`config.mk`:
```
export PLATFORM = sky130hd
export DESIGN_NAME = wb_stage
export DESIGN_NICKNAME = d
export VERILOG_FILES = /design/src/rtl/wb_stage_pkg.sv /design/src/rtl/wb_stage_load_align.sv /design/src/rtl/wb_stage.sv
export SDC_FILE = /design/constraint.sdc
export NUM_CORES = 1
export LEC_CHECK = 0
export ABC_AREA = 1
export CAP_MARGIN = 25
export CORE_ASPECT_RATIO = 0.75
export CORE_MARGIN = 2
export CORE_UTILIZATION = 40
export CTS_CLUSTER_SIZE = 40
export DETAILED_ROUTE_END_ITERATION = 16
export PLACE_DENSITY = 0.75
export SKIP_LAST_GASP = 1
export SYNTH_ARGS = -nofsm -noshare
export SYNTH_HDL_FRONTEND = slang
export SYNTH_SLANG_ARGS = --single-unit
export TNS_END_PERCENT = 1
```
`constraint.sdc`:
```
create_clock -name clk -period 6.3 [get_ports clk]
set_input_delay 1.575 -clock clk [delete_from_list [all_inputs] [get_ports clk]]
set_output_delay 1.575 -clock clk [all_outputs]
set_load 0.03 [all_outputs]
```
`src/rtl/wb_stage_pkg.sv`:
```
// Shared write-back definitions: control-bus bit positions and load-size encodings.
// The memory and decode stages import the same package so the encodings stay in one place.
package wb_stage_pkg;

    localparam int WB_REG_WRITE  = 0;
    localparam int WB_MEM_TO_REG = 1;

    localparam logic [1:0] LD_BYTE = 2'b00;
    localparam logic [1:0] LD_HALF = 2'b01;
    localparam logic [1:0] LD_WORD = 2'b10;

    // Both word encodings (10 and 11) must sit on a 4-byte boundary.
    function automatic logic is_misaligned(input logic [1:0] size, input logic [1:0] lsb);
        logic w_mis;
        w_mis = 1'b0;
        if (size == LD_HALF) begin
            w_mis = lsb[0];
        end else if (size[1]) begin
            w_mis = (lsb != 2'b00);
        end
        return w_mis;
    endfunction

endpackage

```
`src/rtl/wb_stage_load_align.sv`:
```
// Combinational load alignment: picks the byte/half lane addressed by addr_lsb
// and sign- or zero-extends it; misaligned accesses still use the forced lane.
module load_align
    import wb_stage_pkg::*;
#(
    parameter int DATA_WIDTH = 32
) (
    input  logic [DATA_WIDTH-1:0] mem_data_in,
    input  logic [1:0]            ld_size,
    input  logic                  ld_unsigned,
    input  logic [1:0]            addr_lsb,
    output logic [DATA_WIDTH-1:0] data,
    output logic                  misaligned
);

    logic [7:0]  w_byte;
    logic [15:0] w_half;
    logic        w_byte_fill;
    logic        w_half_fill;

    always_comb begin
        w_byte = mem_data_in[7:0];
        case (addr_lsb)
            2'd0:    w_byte = mem_data_in[7:0];
            2'd1:    w_byte = mem_data_in[15:8];
            2'd2:    w_byte = mem_data_in[23:16];
            default: w_byte = mem_data_in[31:24];
        endcase
    end

    // A half load only looks at addr_lsb[1]; a set addr_lsb[0] is flagged, not honoured.
    assign w_half = addr_lsb[1] ? mem_data_in[31:16] : mem_data_in[15:0];

    assign w_byte_fill = ~ld_unsigned & w_byte[7];
    assign w_half_fill = ~ld_unsigned & w_half[15];

    always_comb begin
        data = mem_data_in;
        case (ld_size)
            LD_BYTE: data = {{(DATA_WIDTH-8){w_byte_fill}}, w_byte};
            LD_HALF: data = {{(DATA_WIDTH-16){w_half_fill}}, w_half};
            default: data = mem_data_in;
        endcase
    end

    assign misaligned = is_misaligned(ld_size, addr_lsb);

endmodule

```
`src/rtl/wb_stage.sv`:
```
// MIPS write-back stage: two-entry head/skid buffer in front of the register-file
// write port, plus EX forwarding, misalignment pulse and a retired-entry counter.
module wb_stage
    import wb_stage_pkg::*;
#(
    parameter int DATA_WIDTH    = 32,
    parameter int REG_ADDR_BITS = 5,
    parameter int WB_BUS_WIDTH  = 2
) (
    input  logic                     clk,
    input  logic                     rst,
    input  logic                     in_valid,
    output logic                     in_ready,
    input  logic [WB_BUS_WIDTH-1:0]  wb_bus_in,
    input  logic [REG_ADDR_BITS-1:0] reg_w_addr_in,
    input  logic [DATA_WIDTH-1:0]    alu_data_in,
    input  logic [DATA_WIDTH-1:0]    mem_data_in,
    input  logic [1:0]               ld_size,
    input  logic                     ld_unsigned,
    input  logic [1:0]               addr_lsb,
    input  logic                     rf_grant,
    output logic                     rf_we,
    output logic [REG_ADDR_BITS-1:0] rf_waddr,
    output logic [DATA_WIDTH-1:0]    rf_wdata,
    output logic                     fwd_valid,
    output logic [REG_ADDR_BITS-1:0] fwd_addr,
    output logic [DATA_WIDTH-1:0]    fwd_data,
    output logic                     align_err,
    output logic [31:0]              retired_count
);

    typedef struct packed {
        logic                     valid;
        logic                     reg_write;
        logic [REG_ADDR_BITS-1:0] waddr;
        logic [DATA_WIDTH-1:0]    wdata;
    } entry_t;

    entry_t                r_head;
    entry_t                r_skid;
    logic                  r_align_err;
    logic [31:0]           r_retired_count;

    entry_t                w_new;
    logic [DATA_WIDTH-1:0] w_load_data;
    logic                  w_misaligned;
    logic                  w_mem_to_reg;
    logic                  w_accept;
    logic                  w_head_needs_write;
    logic                  w_retire;

    load_align #(
        .DATA_WIDTH (DATA_WIDTH)
    ) u_load_align (
        .mem_data_in (mem_data_in),
        .ld_size     (ld_size),
        .ld_unsigned (ld_unsigned),
        .addr_lsb    (addr_lsb),
        .data        (w_load_data),
        .misaligned  (w_misaligned)
    );

    // Handshake: a transfer happens on a rising edge where in_valid && in_ready.
    // in_ready depends only on registered state (skid empty); upstream holds its
    // data while in_ready is low, and in_valid alone never changes our state.
    assign in_ready = !r_skid.valid;
    assign w_accept = in_valid && in_ready;

    assign w_mem_to_reg    = wb_bus_in[WB_MEM_TO_REG];
    assign w_new.valid     = 1'b1;
    assign w_new.reg_write = wb_bus_in[WB_REG_WRITE];
    assign w_new.waddr     = reg_w_addr_in;
    assign w_new.wdata     = w_mem_to_reg ? w_load_data : alu_data_in;

    // Entries that write nothing (no reg_write, or $zero) retire without waiting for grant.
    assign w_head_needs_write = r_head.reg_write && (r_head.waddr != '0);
    assign w_retire           = r_head.valid && (rf_grant || !w_head_needs_write);

    always_ff @(posedge clk or posedge rst) begin
        if (rst) begin
            r_head          <= '0;
            r_skid          <= '0;
            r_align_err     <= 1'b0;
            r_retired_count <= 32'd0;
        end else begin
            r_align_err <= w_accept && w_mem_to_reg && w_misaligned;
            if (w_retire) begin
                r_retired_count <= r_retired_count + 32'd1;
            end
            if (w_accept) begin
                if (!r_head.valid || w_retire) begin
                    if (!r_skid.valid) begin
                        r_head <= w_new;
                    end else begin
                        r_head <= r_skid;
                        r_skid <= w_new;
                    end
                end else begin
                    r_skid <= w_new;
                end
            end else if (w_retire) begin
                if (r_skid.valid) begin
                    r_head <= r_skid;
                    r_skid <= '0;
                end else begin
                    r_head <= '0;
                end
            end
        end
    end

    always_comb begin
        rf_we    = r_head.valid && w_head_needs_write && rf_grant;
        rf_waddr = '0;
        rf_wdata = '0;
        if (r_head.valid) begin
            rf_waddr = r_head.waddr;
            rf_wdata = r_head.wdata;
        end
    end

    // The skid entry is younger than the head, so it wins when both target a register.
    always_comb begin
        fwd_valid = 1'b0;
        fwd_addr  = '0;
        fwd_data  = '0;
        if (r_skid.valid && r_skid.reg_write && (r_skid.waddr != '0)) begin
            fwd_valid = 1'b1;
            fwd_addr  = r_skid.waddr;
            fwd_data  = r_skid.wdata;
        end else if (r_head.valid && w_head_needs_write) begin
            fwd_valid = 1'b1;
            fwd_addr  = r_head.waddr;
            fwd_data  = r_head.wdata;
        end
    end

    assign align_err     = r_align_err;
    assign retired_count = r_retired_count;

endmodule

```
==> impl_results.md <==
* Setup Buffers After CTS at 0
* Most frequent cells in the layout: 381 x nand2_1, 189 x clkdlybuf4s50_1, 113 x inv_1
* Sequential share of power at 48.9%
* Worst-Margin Slew at 0.901 ns
* DP Wirelength at 17.3 mm
* Worst path cell trace: buf_4 -> nand2_1 -> inv_1 -> nand2_2 -> nand2_2 -> o21ai_0 -> clkdlybuf4s50_1
* YS warnings at 0
* Die Height at 122 um
* Vias in the first global route at 7211
* Port Buf Inserts at 189
* Clock share of power at 39.6%
* Logic pwr share at 11.5%
* Max-cap violations at 0
* Clock tree from TritonCTS: built
* Rows at 43
* Share of layout cells above drive strength 1 at 5.85%
* Largest net degree at the start of global routing at 75
* Post-Syn Instances at 1128
* Starting DRT DRC Count at 857
* Skew final at 0.00988 ns
* Global route overflow at 0
* Req. time, crit path at 4.72 ns
* Starting density of the core at 40.4%
* Fin crit period at 4.66 ns
* Post_cts resized at 0
* Mapped Nets at 1209
* Fin. max-slew vios at 0
* CP Launch Type: register
* Fin crit share at 74.0%
* TNS Setup at 0 ns
* Status: finished, final reports clean
* Worst-path clk slew at 0.08 ns
* Area Overhead vs Synth at 31.0%
* Arrival @ worst endpoint at 3.09 ns
* Net Sw Frac at 26.9%
* Leakage power at 5.03 nW
* Final Setup Violations at 0
* Via count at 7883
* Crit Path Class: reg2out
* Sequential fraction of the synthesis area at 37.6%
* Clk root buf: clkbuf_16
* Clock Tree Buf Depth at 2
* Cell Pwr Density at 150 nW/um^2
* Final net count at 1359
* Max FO, Critical Path at 37
* Area leader, netlist: dfrtp_1
* Antenna diode count at 0
* I/O pin cnt at 190
* Syn Std Cell Area at 7390 um^2
* #FFs+latches synth at 111
* Critical Path Most Common Cell: nand2_2
* Crit path largest cell delay at 0.76 ns
* Synthesized area per cell at 6.55 um^2
* Max Fclk at 0.214 GHz
* Total power draw at 1.45 mW
* Internal at 1.06 mW
* Net Sw Power at 0.392 mW
* CP max stage cell: clkdlybuf4s50_1
* Crit end category: output port
* CTS H-tree depth at 3
* Antenna viol nets, final at 0
* All-layer global routing usage at 25.2%
* Final hold vios at 0
* Initial antenna violation count at 0
* Worst hold path class: reg2reg
* Slew HR at 39.7%
* Layout Utilization at 52.9%
* Routed vias/inst at 5.15
* Worst skew pair latency at 0.36 ns
* Total clock sinks at 111
* Most common cell after layout, fill and taps aside: nand2_1
* Placeable Area at 18300 um^2
* WL/cell at 16.2 um
* Synth unique cells at 34
* Drc violations at 0
* Top cells by area, synth: dfrtp_1 38%, nand2_1 19%, nand3_1 7.3%
* Unrepaired setup endpoints after global routing: false
* Maximum vdd drop at 120 uV
* Drt first pass iters at 5
* Num CTS Buffers at 9
* Drt total wl at 24.7 mm
* Routability cong. at 0.952
* Global-route wire length before repair at 38.6 mm
* # hold bufs at CTS at 0
* Die W at 161 um
* Full die area at 19600 um^2
* Share of the synthesized area in the top cell type at 37.6%
-- critical path, delay by kind of cell (launching register included) --
kind / cells / cell delay (ns)
buf+inv: 3 / 1.10
simple gates: 3 / 0.75
compound gates: 1 / 0.51
flops: 1 / 0.36
-- through the flow --
step | std cells | worst slack, ns | instance area (um^2) | hold WS (ns)
6_report | 1530 | 1.64 | 9680 | 0.476
5_1_grt | 1530 | 1.46 | 9680 | 0.504
4_1_cts | 1528 | 1.67 | 9630 | 0.478
3_5_place_dp | 1512 | 1.82 | 9340 | 0.458
3_3_place_gp | 1512 | 1.81 | 9340 | 0.458
2_1_floorplan | 1128 | 1.79 | 7390 | 0.442
-- sequential cells by signal, summed over array words and instances (netlist names) --
signal,flops
retired_count,32
align_err,1
r_skid,39
r_head,39
-- per-layer routing --
| metal | track usage [%] | vias to the layer above | routed length, um |
|---|---|---|---|
| li1 | - | 3844 | - |
| met1 | 37.5 | 3672 | 11500 |
| met2 | 37.4 | 347 | 10700 |
| met3 | 5.48 | 20 | 2290 |
| met4 | 5.69 | 0 | 302 |
| met5 | 0 | - | 0 |
-- area by class of cell --
type | count | area, um^2
tap | 247 | 309
timing repair buffer | 201 | 2020
multi-input combinational | 832 | 3800
sequential | 111 | 2780
fill | 1844 | 8610
clock inverter | 7 | 65.1
clock buffer | 9 | 225
inverter | 123 | 477
-- path summary, 6_finish.rpt --
| path | start | to | slack [ns] | cells past startpoint |
|---|---|---|---|---|
| max reg2reg | r_skid[38]$_DFFE_PP0P_ | r_skid[5]$_DFFE_PP0P_ | 3.27 | 8 |
| min in group asynchronous | rst | retired_count[1]$_DFFE_PP0P_ | 1.50 | 2 |
| min | r_head[37]$_DFFE_PP0P_ | r_head[37]$_DFFE_PP0P_ | 0.48 | 2 |
| min reg2reg | r_head[37]$_DFFE_PP0P_ | r_head[37]$_DFFE_PP0P_ | 0.48 | 2 |
| max | r_skid[38]$_DFFE_PP0P_ | fwd_data[21] | 1.64 | 7 |
| max in group asynchronous | rst | r_skid[34]$_DFFE_PP0P_ | 4.06 | 3 |
-- cells in the mapped netlist (all sizes together) --
cell type / number
nand2: 408
inv: 122
dfrtp: 111
nand3: 108
nor2: 107
a21oi: 75
o21ai: 57
buf: 33
clkbuf: 29
nand4: 14
xnor2: 14
nor3: 13
xor2: 13
o22ai: 9
or2: 8
nand3b: 2
nor4: 2
a31oi: 1
clkinv: 1
ha: 1
-- power groups by stage --
stage               combinational [mW]  sequential [mW]  clock, mW
floorplan                       0.0816            0.726          0
global placement                 0.160            0.726          0
detailed placement               0.160            0.726          0
CTS                              0.161            0.712      0.585
global route                     0.182            0.712      0.610
finish                           0.167            0.712      0.575
-- cell families (layout without fill, tap and decap cells) --
kind of cell	Yosys count	after routing	synth area share, %
AO/OA/AOI/OAI	142	142	9.79
AND/OR/NAND/NOR	662	662	38.3
buffers and inverters	185	340	10.9
XOR/XNOR	27	27	3.20
flip-flops	111	111	37.6
adder cells (fa/ha/maj)	1	1	0.169
(Power assumes the default switching activity.)
